$ cat src/rtl/host_cmd_parser.sv
// host_cmd_parser: host command packet receiver with header extraction, payload pass-through and checksum check.
// Define HOST_CMD_TIMEOUT_EN to abort packets that stall for timeout_cycles outside DEST.
module host_cmd_parser #(
    parameter int host_width     = 16,
    parameter int timeout_cycles = 65535
) (
    input  logic                  clk,
    input  logic                  reset,
    input  logic [host_width-1:0] in_data,
    input  logic                  in_enable,
    output logic                  in_ready,
    output logic                  hdr_valid,
    output logic [7:0]            hdr_dest,
    output logic [7:0]            hdr_cmd,
    output logic [23:0]           hdr_length,
    output logic [host_width-1:0] out_data,
    output logic                  out_enable,
    input  logic                  out_ready,
    output logic                  pkt_done,
    output logic                  pkt_ok,
    output logic [1:0]            err_code,
    output logic [15:0]           err_count
);
    typedef enum logic [2:0] {
        S_DEST, S_CMD, S_LEN_HI, S_LEN_LO, S_DATA, S_CSUM_HI, S_CSUM_LO
    } state_t;

    state_t      state_q;
    logic [7:0]  hdr_dest_q, hdr_cmd_q;
    logic [23:0] hdr_length_q, rem_q, length_d;
    logic [31:0] acc_q, acc_d;
    logic [15:0] csum_hi_q, err_count_q, err_count_d;
    logic        hdr_valid_q, pkt_done_q, pkt_ok_q, match_d, xfer;
    logic [1:0]  err_code_q;
`ifdef HOST_CMD_TIMEOUT_EN
    logic [15:0] idle_q;
`endif

    assign xfer        = in_enable && in_ready;
    assign in_ready    = (state_q == S_DATA) ? out_ready : 1'b1;
    assign out_enable  = (state_q == S_DATA) && in_enable;
    assign out_data    = in_data;
    assign length_d    = {hdr_length_q[23:16], in_data[15:0]};
    assign acc_d       = acc_q + {16'h0, in_data[15:0]};
    assign match_d     = {csum_hi_q, in_data[15:0]} == acc_q;
    assign err_count_d = (err_count_q == 16'hFFFF) ? err_count_q : err_count_q + 16'd1;

    assign hdr_valid  = hdr_valid_q;
    assign hdr_dest   = hdr_dest_q;
    assign hdr_cmd    = hdr_cmd_q;
    assign hdr_length = hdr_length_q;
    assign pkt_done   = pkt_done_q;
    assign pkt_ok     = pkt_ok_q;
    assign err_code   = err_code_q;
    assign err_count  = err_count_q;

    always_ff @(posedge clk) begin
        if (reset) begin
            state_q      <= S_DEST;
            hdr_dest_q   <= '0;
            hdr_cmd_q    <= '0;
            hdr_length_q <= '0;
            rem_q        <= '0;
            acc_q        <= '0;
            csum_hi_q    <= '0;
            hdr_valid_q  <= 1'b0;
            pkt_done_q   <= 1'b0;
            pkt_ok_q     <= 1'b0;
            err_code_q   <= 2'd0;
            err_count_q  <= '0;
`ifdef HOST_CMD_TIMEOUT_EN
            idle_q       <= '0;
`endif
        end else begin
            hdr_valid_q <= 1'b0;
            pkt_done_q  <= 1'b0;
            if (xfer) begin
                case (state_q)
                    S_DEST: begin
                        hdr_dest_q <= in_data[7:0];
                        state_q    <= S_CMD;
                    end
                    S_CMD: begin
                        hdr_cmd_q <= in_data[7:0];
                        state_q   <= S_LEN_HI;
                    end
                    S_LEN_HI: begin
                        hdr_length_q[23:16] <= in_data[7:0];
                        state_q             <= S_LEN_LO;
                    end
                    S_LEN_LO: begin
                        hdr_length_q[15:0] <= in_data[15:0];
                        rem_q              <= length_d;
                        acc_q              <= '0;
                        hdr_valid_q        <= 1'b1;
                        state_q            <= (length_d == 24'd0) ? S_CSUM_HI : S_DATA;
                    end
                    S_DATA: begin
                        acc_q   <= acc_d;
                        rem_q   <= rem_q - 24'd1;
                        state_q <= (rem_q == 24'd1) ? S_CSUM_HI : S_DATA;
                    end
                    S_CSUM_HI: begin
                        csum_hi_q <= in_data[15:0];
                        state_q   <= S_CSUM_LO;
                    end
                    S_CSUM_LO: begin
                        pkt_done_q  <= 1'b1;
                        pkt_ok_q    <= match_d;
                        err_code_q  <= match_d ? 2'd0 : 2'd1;
                        err_count_q <= match_d ? err_count_q : err_count_d;
                        state_q     <= S_DEST;
                    end
                    default: state_q <= S_DEST;
                endcase
            end
`ifdef HOST_CMD_TIMEOUT_EN
            // Stalls count too, so a blocked downstream eventually frees the parser.
            if (xfer || state_q == S_DEST) begin
                idle_q <= '0;
            end else if (idle_q == 16'(timeout_cycles - 1)) begin
                idle_q      <= '0;
                state_q     <= S_DEST;
                pkt_done_q  <= 1'b1;
                pkt_ok_q    <= 1'b0;
                err_code_q  <= 2'd2;
                err_count_q <= err_count_d;
            end else begin
                idle_q <= idle_q + 16'd1;
            end
`endif
        end
    end
endmodule
$ cat config.mk
export PLATFORM = sky130hd
export DESIGN_NAME = host_cmd_parser
export DESIGN_NICKNAME = d
export VERILOG_FILES = /design/src/rtl/host_cmd_parser.sv
export SDC_FILE = /design/constraint.sdc
export NUM_CORES = 1
export LEC_CHECK = 0
export BUFFER_PORTS_ARGS = -buffer_cell sky130_fd_sc_hd__buf_2
export CORE_AREA = 2 2 133 148
export DETAILED_ROUTE_END_ITERATION = 8
export DIE_AREA = 0 0 135 150
export PLACE_DENSITY_LB_ADDON = 0.08
export REMOVE_ABC_BUFFERS = 1
export SLEW_MARGIN = 20
export SYNTH_ARGS = -nofsm -noshare
export SYNTH_HDL_FRONTEND = slang
export SYNTH_SLANG_ARGS = --single-unit
$ cat constraint.sdc
create_clock -name clk -period 4.2 [get_ports clk]
set_clock_uncertainty 0.2 [all_clocks]
set_input_delay 0.21 -clock clk [delete_from_list [all_inputs] [get_ports clk]]
set_output_delay 0.21 -clock clk [all_outputs]
set_load 0.005 [all_outputs]
==> metrics.txt, run 1 <==
Worst-Skew Late Latency 0.42 ns; final antenna diode count 0; async set-or-reset flop fraction in the synthesized netlist 0; Final ANT Viol Nets 0; DR WL/cell 17.9 µm; Reg2Reg Depth 7; Seq/Total Area, Yosys 0.368; Critical Path RT 4.31 ns; Rows 53; largest net degree at the start of global routing 57; post-synthesis instance area 7340 µm²; PwrDens 364 nW/µm²; layout cell share with drive strength beyond 1 0.148; RSZ-0062 raised after global routing false; CP endpoint acc_q[24]; Setup TNS 0 ns; Die ar. 20300 µm²; EDFF count, synth 0; overall die height 150 µm; global-route wire length before repair 36.9 mm; crit-path max FO 15; top-count cell post-synth nand2_1; sequential power share 0.418; Final Power 3160 µW; Core Area 18800 µm²; CP arrival 3.21 ns; Setup crit start kind primary input; IO Pins 99; share of the synthesized area in the top cell type 0.368; dpl hpwl 15.8 mm; Worst R2R End acc_q[24]; Pre-Repair DR Iteration Count 5; P&R area growth vs syn 18.0%; Port Buffers 97; switching share of power 0.244; Synth area leaders dfxtp_1, nand2_1, a21oi_1, o21ai_0, ha_1; Final setup viols 0; total routed wirelength 23.1 mm; VDD IR max 292 µV; synthesized flop and latch total 135; Avg Inst Size Synth 7.60 µm²; CTS clk-pin slew, worst paths 0.06 ns; status finished, final reports clean; relative slew slack 0.319; Yosys cell types 73; Comb pwr share 0.076; design area 8670 µm²; Vias/cell 5.59; CTS Sinks 135; Crit Path Category primary input to flop; Clock Power Share 0.507; final layout net count 1073; Syn Inst Count 966; PostCTS Resize Cnt 0; hold crit path type primary input to flop; via count 7227; max_cap viols 0; Worst R2R Start acc_q[9]; Worst-Margin Slew 1.02 ns; Tmin final 3.10 ns; initial antenna violation count 0; DP Area 7850 µm²; synth warn 0; Initial Util 0.390; Leak Pwr 0.00335 µW; Final GP Congestion 0.837; Max Clk Rate 322 MHz; Die Wd 135 µm; CTS Buf Count 17; worst-case clock buffer depth 2; Hold Path Stages 4; DRC violations left 0; Synth area leader dfxtp_1; H-tree levels 4; Main synth FF type dfxtp_1; Slew Viols, Final 0; Worst setup EP type flop; Psw 770 µW; final worst-path cycle share 0.739; CTS tree built; clock root buffer clkbuf_16; Tot GR Track Use 0.232; Iter 0 DRT Violations 398; Critical path origin in_data[9]; reg2reg setup slack 1.33 ns; total grt overflow 0; internal power 2390 µW; Post-synth top cells nand2_1, dfxtp_1, a21oi_1, o21ai_0, clkbuf_1; vias in the first global route 6642; Final Hold Vio Count 0
[power by group through the flow]
stage               Sequential, µW  Combinational, µW  Clock [µW]
finish                        1320                240        1600
floorplan                     1340                110           0
detailed placement            1340                227           0
global placement              1350                226           0
global route                  1320                265        1670
CTS                           1320                239        1630
[worst max-delay path, cell delays in order]
cell,delay (ns)
dlygate4sd3_1,0.53
buf_2,0.19
ha_1,0.42
a21o_1,0.24
a31o_1,0.23
or4b_1,0.48
o21ai_2,0.60
a2111o_1,0.25
o21ai_1,0.06
[final cells by class]
| type | count | area, µm² |
|---|---|---|
| inverters | 9 | 33.8 |
| fillers | 1946 | 10200 |
| repair buffers | 126 | 753 |
| multi-input cells | 744 | 4250 |
| clock inverters | 14 | 181 |
| well taps | 247 | 309 |
| flip-flops and latches | 135 | 2700 |
| clock buffers | 18 | 439 |
[per-layer routing]
layer / vias up / part of all wire / track usage
met3: 26 / 0.045 / 0.0413
met5: - / 0 / 0
met2: 176 / 0.46 / 0.374
li1: 3598 / - / -
met4: 0 / 0.016 / 0.0740
met1: 3427 / 0.48 / 0.314
[how the worst min path moves through the flow]
stage | endpoint | slack (ns) | startpoint
floorplan | acc_q[0] | 0.08 | reset
global placement | hdr_dest[6] | 0.24 | hdr_dest[6]
detailed placement | hdr_dest[6] | 0.24 | hdr_dest[6]
CTS | hdr_length[23] | 0.03 | in_data[7]
global route | hdr_length[23] | 0.06 | in_data[7]
finish | hdr_length[23] | 0.04 | in_data[7]
[metrics by stage]
stage,cells,hold WS (ns),util,worst slack (ns)
6_report,1293,0.0434,0.460,1.10
5_1_grt,1293,0.0592,0.460,0.936
4_1_cts,1293,0.0330,0.460,1.13
3_5_place_dp,1242,0.245,0.417,1.25
3_3_place_gp,1242,0.240,0.417,1.22
2_1_floorplan,888,0.0791,-,1.40
[layout by cell type (no fill, tap or decap), types with 7 or more instances in the layout]
cell type,n
or3_1,23
a22oi_1,13
nor4_1,18
xnor2_1,8
and3_1,9
nand4_1,18
a2111o_1,8
nor3_1,28
a21o_1,7
buf_2,96
ha_1,19
o21ai_0,57
xor2_1,16
dlygate4sd3_1,19
dfxtp_1,135
buf_4,11
inv_1,9
clkbuf_16,17
and2_1,8
a21oi_1,116
nand3_1,38
a211oi_1,10
nor2b_1,10
nand2_1,186
or4_1,7
nor2_1,51
[flip-flops by register name (all words and copies together), names as in the netlist]
signal and count:
acc_q 32, hdr_length 24, rem_q 24, csum_hi_q 16, err_count 16, hdr_cmd 8, hdr_dest 8, state_q 3
err_code 1, hdr_valid 1, pkt_done 1, pkt_ok 1
[cell families after synthesis]
| family | Yosys count | share of synthesized area |
|---|---|---|
| AOI/OAI and AO/OA | 262 | 0.219 |
| buffers and inverters | 87 | 0.0554 |
| muxes | 8 | 0.0112 |
| and+or+nand+nor | 429 | 0.282 |
| other | 1 | 0.000511 |
| DFF | 135 | 0.368 |
| adders and majority gates | 20 | 0.0351 |
| xor gates and xnor gates | 24 | 0.0286 |
[repair_timing]
| action | in CTS | in global routing |
|---|---|---|
| buffers inserted | 0 | 0 |
| endpoints found under the setup margin | 0 | 0 |
| hold endpoints to repair | 55 | 0 |
| hold buffers | 19 | 0 |
Power figures use the tool's default switching activity.
==> run 2: changes to the inputs <==
--- a/config.mk
+++ b/config.mk
@@ -5,10 +5,11 @@
 export SDC_FILE = /design/constraint.sdc
 export NUM_CORES = 1
 export LEC_CHECK = 0
+export ABC_AREA = 1
 export BUFFER_PORTS_ARGS = -buffer_cell sky130_fd_sc_hd__buf_2
-export CORE_AREA = 2 2 133 148
+export CORE_AREA = 2 2 137 152
 export DETAILED_ROUTE_END_ITERATION = 8
-export DIE_AREA = 0 0 135 150
+export DIE_AREA = 0 0 139 154
 export PLACE_DENSITY_LB_ADDON = 0.08
 export REMOVE_ABC_BUFFERS = 1
 export SLEW_MARGIN = 20
==> constraint.sdc (replaced) <==
create_clock -name clk -period 3.15 [get_ports clk]
set_clock_uncertainty 0.2 [all_clocks]
set_input_delay 0.1575 -clock clk [delete_from_list [all_inputs] [get_ports clk]]
set_output_delay 0.1575 -clock clk [all_outputs]
set_load 0.005 [all_outputs]
==> run 2 against run 1 <==
Effect of this change:
- synthesized cell count rose by 27%
- critical path depth rose by 7
- clock power rose by 28%
- largest cell class unchanged
==> metrics.txt, run 2 <==
clock root buffer clkbuf_16; Yosys cell types 41 (-44%); initial antenna violation count 0 (unchanged); Rows 54 (+1.9%); Reg2Reg Depth 14 (+7); synthesized flop and latch total 135 (unchanged); largest net degree at the start of global routing 50 (-12%); relative slew slack 0.426 (+0.107); fin util 0.464 (+0.00371); Final setup viols 0 (unchanged); CTS Buf Count 17 (unchanged); Worst setup EP type flop; Main synth FF type dfxtp_1; slowest CP cell dlygate4sd3_1; Max Clk Rate 376 MHz; CTS clk-pin slew, worst paths 0.06 ns (about the same); most frequent cells in the layout nand2_1, a21oi_1, nor2_1, dfxtp_1, inv_1; post-synthesis instance area 7840 µm² (+6.8%); Worst R2R Start acc_q[0]; Critical Path RT 3.31 ns (-1.00 ns); global-route wire length before repair 39.9 mm (+8.2%); PwrDens 464 nW/µm² (+27%); synth warn 0 (unchanged); Synth area leaders dfxtp_1, nand2_1, a21oi_1, nor2_1, inv_1; Tot GR Track Use 0.232 (+0.000353); final worst-path cycle share 0.844; Initial Util 0.397 (+0.00747); RSZ-0062 raised after global routing false; dpl hpwl 17.6 mm (+11%); via count 7951 (+10%); most frequent CP cell nand2_1; overall die height 154 µm (+2.7%); Crit Path Category primary input to flop; Final ANT Viol Nets 0 (unchanged); VDD IR max 402 µV (+37%); share of the synthesized area in the top cell type 0.345 (-0.0233); Tmin final 2.66 ns; crit path cell chain dlygate4sd3_1 -> buf_2 -> ha_1 -> inv_1 -> fa_1 -> inv_1 -> nand2_1 -> o21ai_1 -> nand2_1 -> nand2_1 -> nand2_1 -> nand2_1 -> nand3_1 -> nand2_1 -> nand2_1 -> nor2_1; CTS Sinks 135 (unchanged); Worst-Margin Slew 0.860 ns (-0.158 ns); DR WL/cell 15.6 µm (-13%); placed insts 1530 (+23%); total routed wirelength 24.5 mm (+6.3%); Hold Path Stages 4 (unchanged); Avg Inst Size Synth 6.41 µm² (-16%); Post-CTS Setup Bufs 0 (unchanged); Worst R2R End acc_q[24]; Setup crit start kind primary input; Setup TNS 0 ns (unchanged); hold crit path type primary input to flop; EDFF count, synth 0 (unchanged); CTS tree built; Worst-Skew Late Latency 0.42 ns (about the same); sink of the worst hold path hdr_length[7]; Pre-Repair DR Iteration Count 6 (+1); Seq/Total Area, Yosys 0.345 (-0.0233); worst-case clock buffer depth 2 (unchanged); Largest register FFs 32 (unchanged); H-tree levels 4 (unchanged); Final Hold Vio Count 0 (unchanged); Core Area 19700 µm² (+4.8%); Synth area leader dfxtp_1; Critical path origin in_data[0]; Vias/cell 5.05 (-9.7%); Leak Pwr 0.00414 µW (+23%); IO Pins 99 (unchanged); final antenna diode count 0 (unchanged); crit-path max FO 7 (-8); commonest non-fill, non-tap cell in the layout nand2_1; Top reg by flops acc_q; Post-synth top cells nand2_1, a21oi_1, nor2_1, dfxtp_1, inv_1; Die ar. 21400 µm² (+5.7%); Die Wd 139 µm (+3.0%); Final Power 4240 µW (+35%); final layout net count 1353 (+26%); crit-path max cell delay 0.52 ns (-0.08 ns); max_cap viols 0 (unchanged); vias in the first global route 7527 (+13%); reg2reg setup slack 0.66 ns (-0.67 ns); Iter 0 DRT Violations 456 (+15%); hold path start in_data[7]; async set-or-reset flop fraction in the synthesized netlist 0 (unchanged); status finished, final reports clean; DRC violations left 0 (unchanged); Slew Viols, Final 0 (unchanged); Final GP Congestion 0.881 (+5.3%); Syn Inst Count 1224 (+27%); CP arrival 2.82 ns (-0.39 ns); layout cell share with drive strength beyond 1 0.122 (-0.0258); P&R area growth vs syn 16.7%; top-count cell post-synth nand2_1; Port Buffers 97 (unchanged); total grt overflow 0 (unchanged); final non-filler cell total 1576 (+22%)
[run 2: per-layer routing]
layer	global-route usage	vias to the layer above	routed length [µm]
li1	-	4141	-
met1	0.303	3596	11500
met2	0.390	181	11300
met3	0.0455	33	1190
met4	0.0654	0	489
met5	0	-	0
[run 2: layout make-up]
type	instances	area [µm²]
Clock buffer	19	433
Clock inverter	11	150
Fill cell	2125	10600
Inverter	132	500
Multi-Input combinational cell	899	4290
Sequential cell	135	2700
Tap cell	252	315
Timing Repair Buffer	128	758
[run 2: cells by family after synthesis]
| group | after synthesis | share of synthesized area |
|---|---|---|
| flip-flops | 135 | 0.345 |
| AO/OA/AOI/OAI | 242 | 0.160 |
| other | 1 | 0.000478 |
| XOR/XNOR | 20 | 0.0223 |
| adder cells (fa/ha/maj) | 20 | 0.0329 |
| AND/OR/NAND/NOR | 616 | 0.332 |
| buffers and inverters | 190 | 0.108 |
[run 2: power by group]
group          internal [µW]  total (µW)  switching [µW]
Combinational            154         429             274
Clock                   1240        2050             809
Sequential              1740        1760            23.5
Total                   3140        4240            1110
[run 2: how the worst max path moves through the flow]
stage	slack (ns)	endpoint	depth (start not counted)
after detailed placement	0.63	acc_q[24]	15
after global routing	0.27	acc_q[24]	16
final	0.49	acc_q[24]	16
after floorplan	0.72	acc_q[24]	11
after CTS	0.53	acc_q[24]	16
after global placement	0.71	acc_q[24]	15
[run 2: through the flow]
step / cell area, µm² / setup WS (ns) / hold slack (ns)
2_1_floorplan: 7500 / 0.716 / 0.0266
3_3_place_gp: 8410 / 0.713 / 0.229
3_5_place_dp: 8410 / 0.628 / 0.232
4_1_cts: 9150 / 0.527 / 0.0248
5_1_grt: 9150 / 0.273 / 0.0589
6_report: 9150 / 0.491 / 0.0167
[run 2: timing repair]
| action | 4_1_cts | 5_1_grt |
|---|---|---|
| hold buffers | 16 | 0 |
| endpoints found under the hold margin | 46 | 0 |
| resized for setup | 0 | 0 |
[run 2: worst max-delay path: cells and delay by family]
family	cells	cell delay [ns]
AND/OR/NAND/NOR	9	0.87
adder cells (fa/ha/maj)	2	0.60
buffers and inverters	4	0.89
AO/OA/AOI/OAI	1	0.29
==> run 3: changes to the inputs <==
==> constraint.sdc (replaced) <==
create_clock -name clk -period 2.55 [get_ports clk]
set_clock_uncertainty 0.2 [all_clocks]
set_input_delay 0.1275 -clock clk [delete_from_list [all_inputs] [get_ports clk]]
set_output_delay 0.1275 -clock clk [all_outputs]
set_load 0.005 [all_outputs]
==> run 3 against run 2 <==
Effect of this change:
- clock power rose by 20%
- first-iteration DRC count fell by 5.5%
- final cell count rose by 0.76%
- sequential share of layout area fell by 0.35 points
- register-to-register slack got worse by 0.42 ns
- wire length barely moved
- flip-flop and latch count did not move
- via count barely moved
- setup slack got worse by 0.26 ns
- largest power group unchanged
- largest cell class unchanged
- highest routed layer unchanged
- non-clock buffer count rose by 11
- clock-buffer cell count fell by 1
- critical endpoint is now acc_q[25]
- worst hold slack improved by 0.0019 ns
==> metrics.txt, run 3 (same netlist as run 2, synthesis figures left out) <==
status finished, final reports clean; Comb pwr share 0.104 (+0.003); Crit Path Category primary input to flop; Final GP Congestion 0.891 (+1.1%); final layout net count 1364 (+0.81%); final worst-path cycle share 0.909; Sequential Area 2700 µm² (unchanged); most frequent cells in the layout nand2_1, a21oi_1, nor2_1, dfxtp_1, inv_1; Pre-Repair DR Iteration Count 5 (-1); Final Hold Vio Count 0 (unchanged); crit-path max cell delay 0.55 ns (+0.03 ns); switching share of power 0.268 (+0.00728); Slew Viols, Final 0 (unchanged); PwrDens 560 nW/µm² (+21%); Largest register FFs 32 (unchanged); CTS Sinks 135 (unchanged); CP arrival 2.43 ns (-0.39 ns); CTS Buf Count 17 (unchanged); reg2reg setup slack 0.24 ns (-0.42 ns); Reg2Reg Depth 14 (unchanged); Rows 54 (unchanged); Vias/cell 5.01 (-0.68%); slowest CP cell dlygate4sd3_1; Leak Pwr 0.00420 µW (+1.4%); fin util 0.469 (+0.00558); global-route wire length before repair 39.3 mm (-1.4%); hold crit path type primary input to flop; multi-input combinational cell area 4320 µm² (+0.55%); final setup margin 0.232 ns (-0.258 ns); most frequent CP cell nand2_1; commonest non-fill, non-tap cell in the layout nand2_1; FILL cells 2086 (-1.8%); total routed wirelength 24.6 mm (about the same); total grt overflow 0 (unchanged); IO Pins 99 (unchanged); Die ar. 21400 µm² (unchanged); pre-CTS setup slack 0.0917 ns (-0.536 ns); vias in the first global route 7434 (-1.2%); crit-path max FO 6 (-1); Setup crit start kind primary input; Core Area 19700 µm² (unchanged); crit path cell chain dlygate4sd3_1 -> buf_2 -> ha_1 -> nand2_1 -> inv_1 -> a21oi_1 -> nand2_1 -> nand2_1 -> nand3_1 -> a21oi_1 -> nor2_1; Hold Path Stages 4 (unchanged); Initial Util 0.397 (unchanged); RSZ-0062 raised after global routing false; delay-heaviest family, CP buffers and inverters; design area 9260 µm² (+1.2%); Psw 1390 µW (+26%); dpl hpwl 18.0 mm (+2.1%); Crit path buffers/inverters 3 (-1); Max Clk Rate 431 MHz; clock root buffer clkbuf_16; Iter 0 DRT Violations 431 (-5.5%); P&R area growth vs syn 18.1%; Die Wd 139 µm (unchanged); WP depth 11 (-5); relative slew slack 0.590 (+0.164); Tot GR Track Use 0.229 (-0.00249); overall die height 154 µm (unchanged); DR WL/cell 15.5 µm (-0.71%); CTS clk-pin slew, worst paths 0.06 ns (about the same); initial antenna violation count 0 (unchanged); final antenna diode count 0 (unchanged); Critical Path RT 2.67 ns (-0.64 ns); Clock Power Share 0.476 (-0.007); VDD IR max 450 µV (+12%); DRC violations left 0 (unchanged); worst-case clock buffer depth 2 (unchanged); Final setup viols 0 (unchanged); layout cell share with drive strength beyond 1 0.135 (+0.0131); Tmin final 2.32 ns; Worst-Skew Late Latency 0.42 ns (about the same); largest net degree at the start of global routing 62 (+24%); Final ANT Viol Nets 0 (unchanged); sequential power share 0.420 (+0.004); H-tree levels 4 (unchanged); Worst setup EP type flop; Setup TNS 0 ns (unchanged); via count 7957 (+0.075%); Worst-Margin Slew 0.616 ns (-0.245 ns); DP Area 8500 µm² (+1.1%); Top reg by flops acc_q; Port Buffers 97 (unchanged); max_cap viols 0 (unchanged); internal power 3800 µW (+21%); CTS tree built
[run 3: cell count changes in the layout (fill, tap and decap cells not counted), sizes merged]
cell / previous run / this run
buf: 112 / 124
bufinv: 3 / 2
dlygate4sd3: 16 / 15
clkbuf: 19 / 18
clkinvlp: 2 / 3
inv: 133 / 134
clkinv: 5 / 6
[run 3: power groups by stage]
stage                     logic, µW  registers, µW  clock network, µW
final                           541           2180               2470
after global routing            606           2180               2600
after CTS                       544           2180               2510
after detailed placement        525           2220                  0
after global placement          521           2230                  0
after floorplan                 293           2220                  0
[run 3: final timing paths]
check	endpoint	startpoint
max	acc_q[25]	in_data[7]
min	hdr_length[20]	in_data[4]
max reg2reg	acc_q[24]	acc_q[0]
min reg2reg	hdr_cmd[5]	hdr_cmd[5]
[run 3: worst reg2reg max path, delay by kind of cell, from the launching register on]
kind	cells	cell delay (ns)
buffers and inverters	2	0.15
and+or+nand+nor	9	0.77
DFF	1	0.36
adders and majority gates	2	0.52
AOI/OAI and AO/OA	1	0.23
[run 3: area by class of cell]
type,count,area share
Clock buffer,18,0.0463
Inverter,132,0.0540
Sequential cell,135,0.292
Clock inverter,13,0.0159
Multi-Input combinational cell,899,0.466
Timing Repair Buffer,139,0.0919
Tap cell,252,0.0340
[run 3: per-stage QoR]
stage               hold WS [ns]  power [µW]  cells
floorplan               -0.00343        2520   1166
finish                    0.0186        5190   1588
global placement           0.230        2750   1541
CTS                     0.000367        5230   1587
global route              0.0278        5390   1588
detailed placement         0.233        2750   1541
[run 3: timing repair]
item | CTS | global route
setup endpoints to repair | 0 | 6
setup buffers | 0 | 1
hold endpoints to repair | 41 | 0
resized for setup | 0 | 6
hold buffers | 15 | 0
[run 3: layer usage]
layer,GRT usage,part of all wire
met1,0.311,0.49
met2,0.379,0.46
met3,0.0371,0.041
met4,0.0630,0.015
met5,0,0
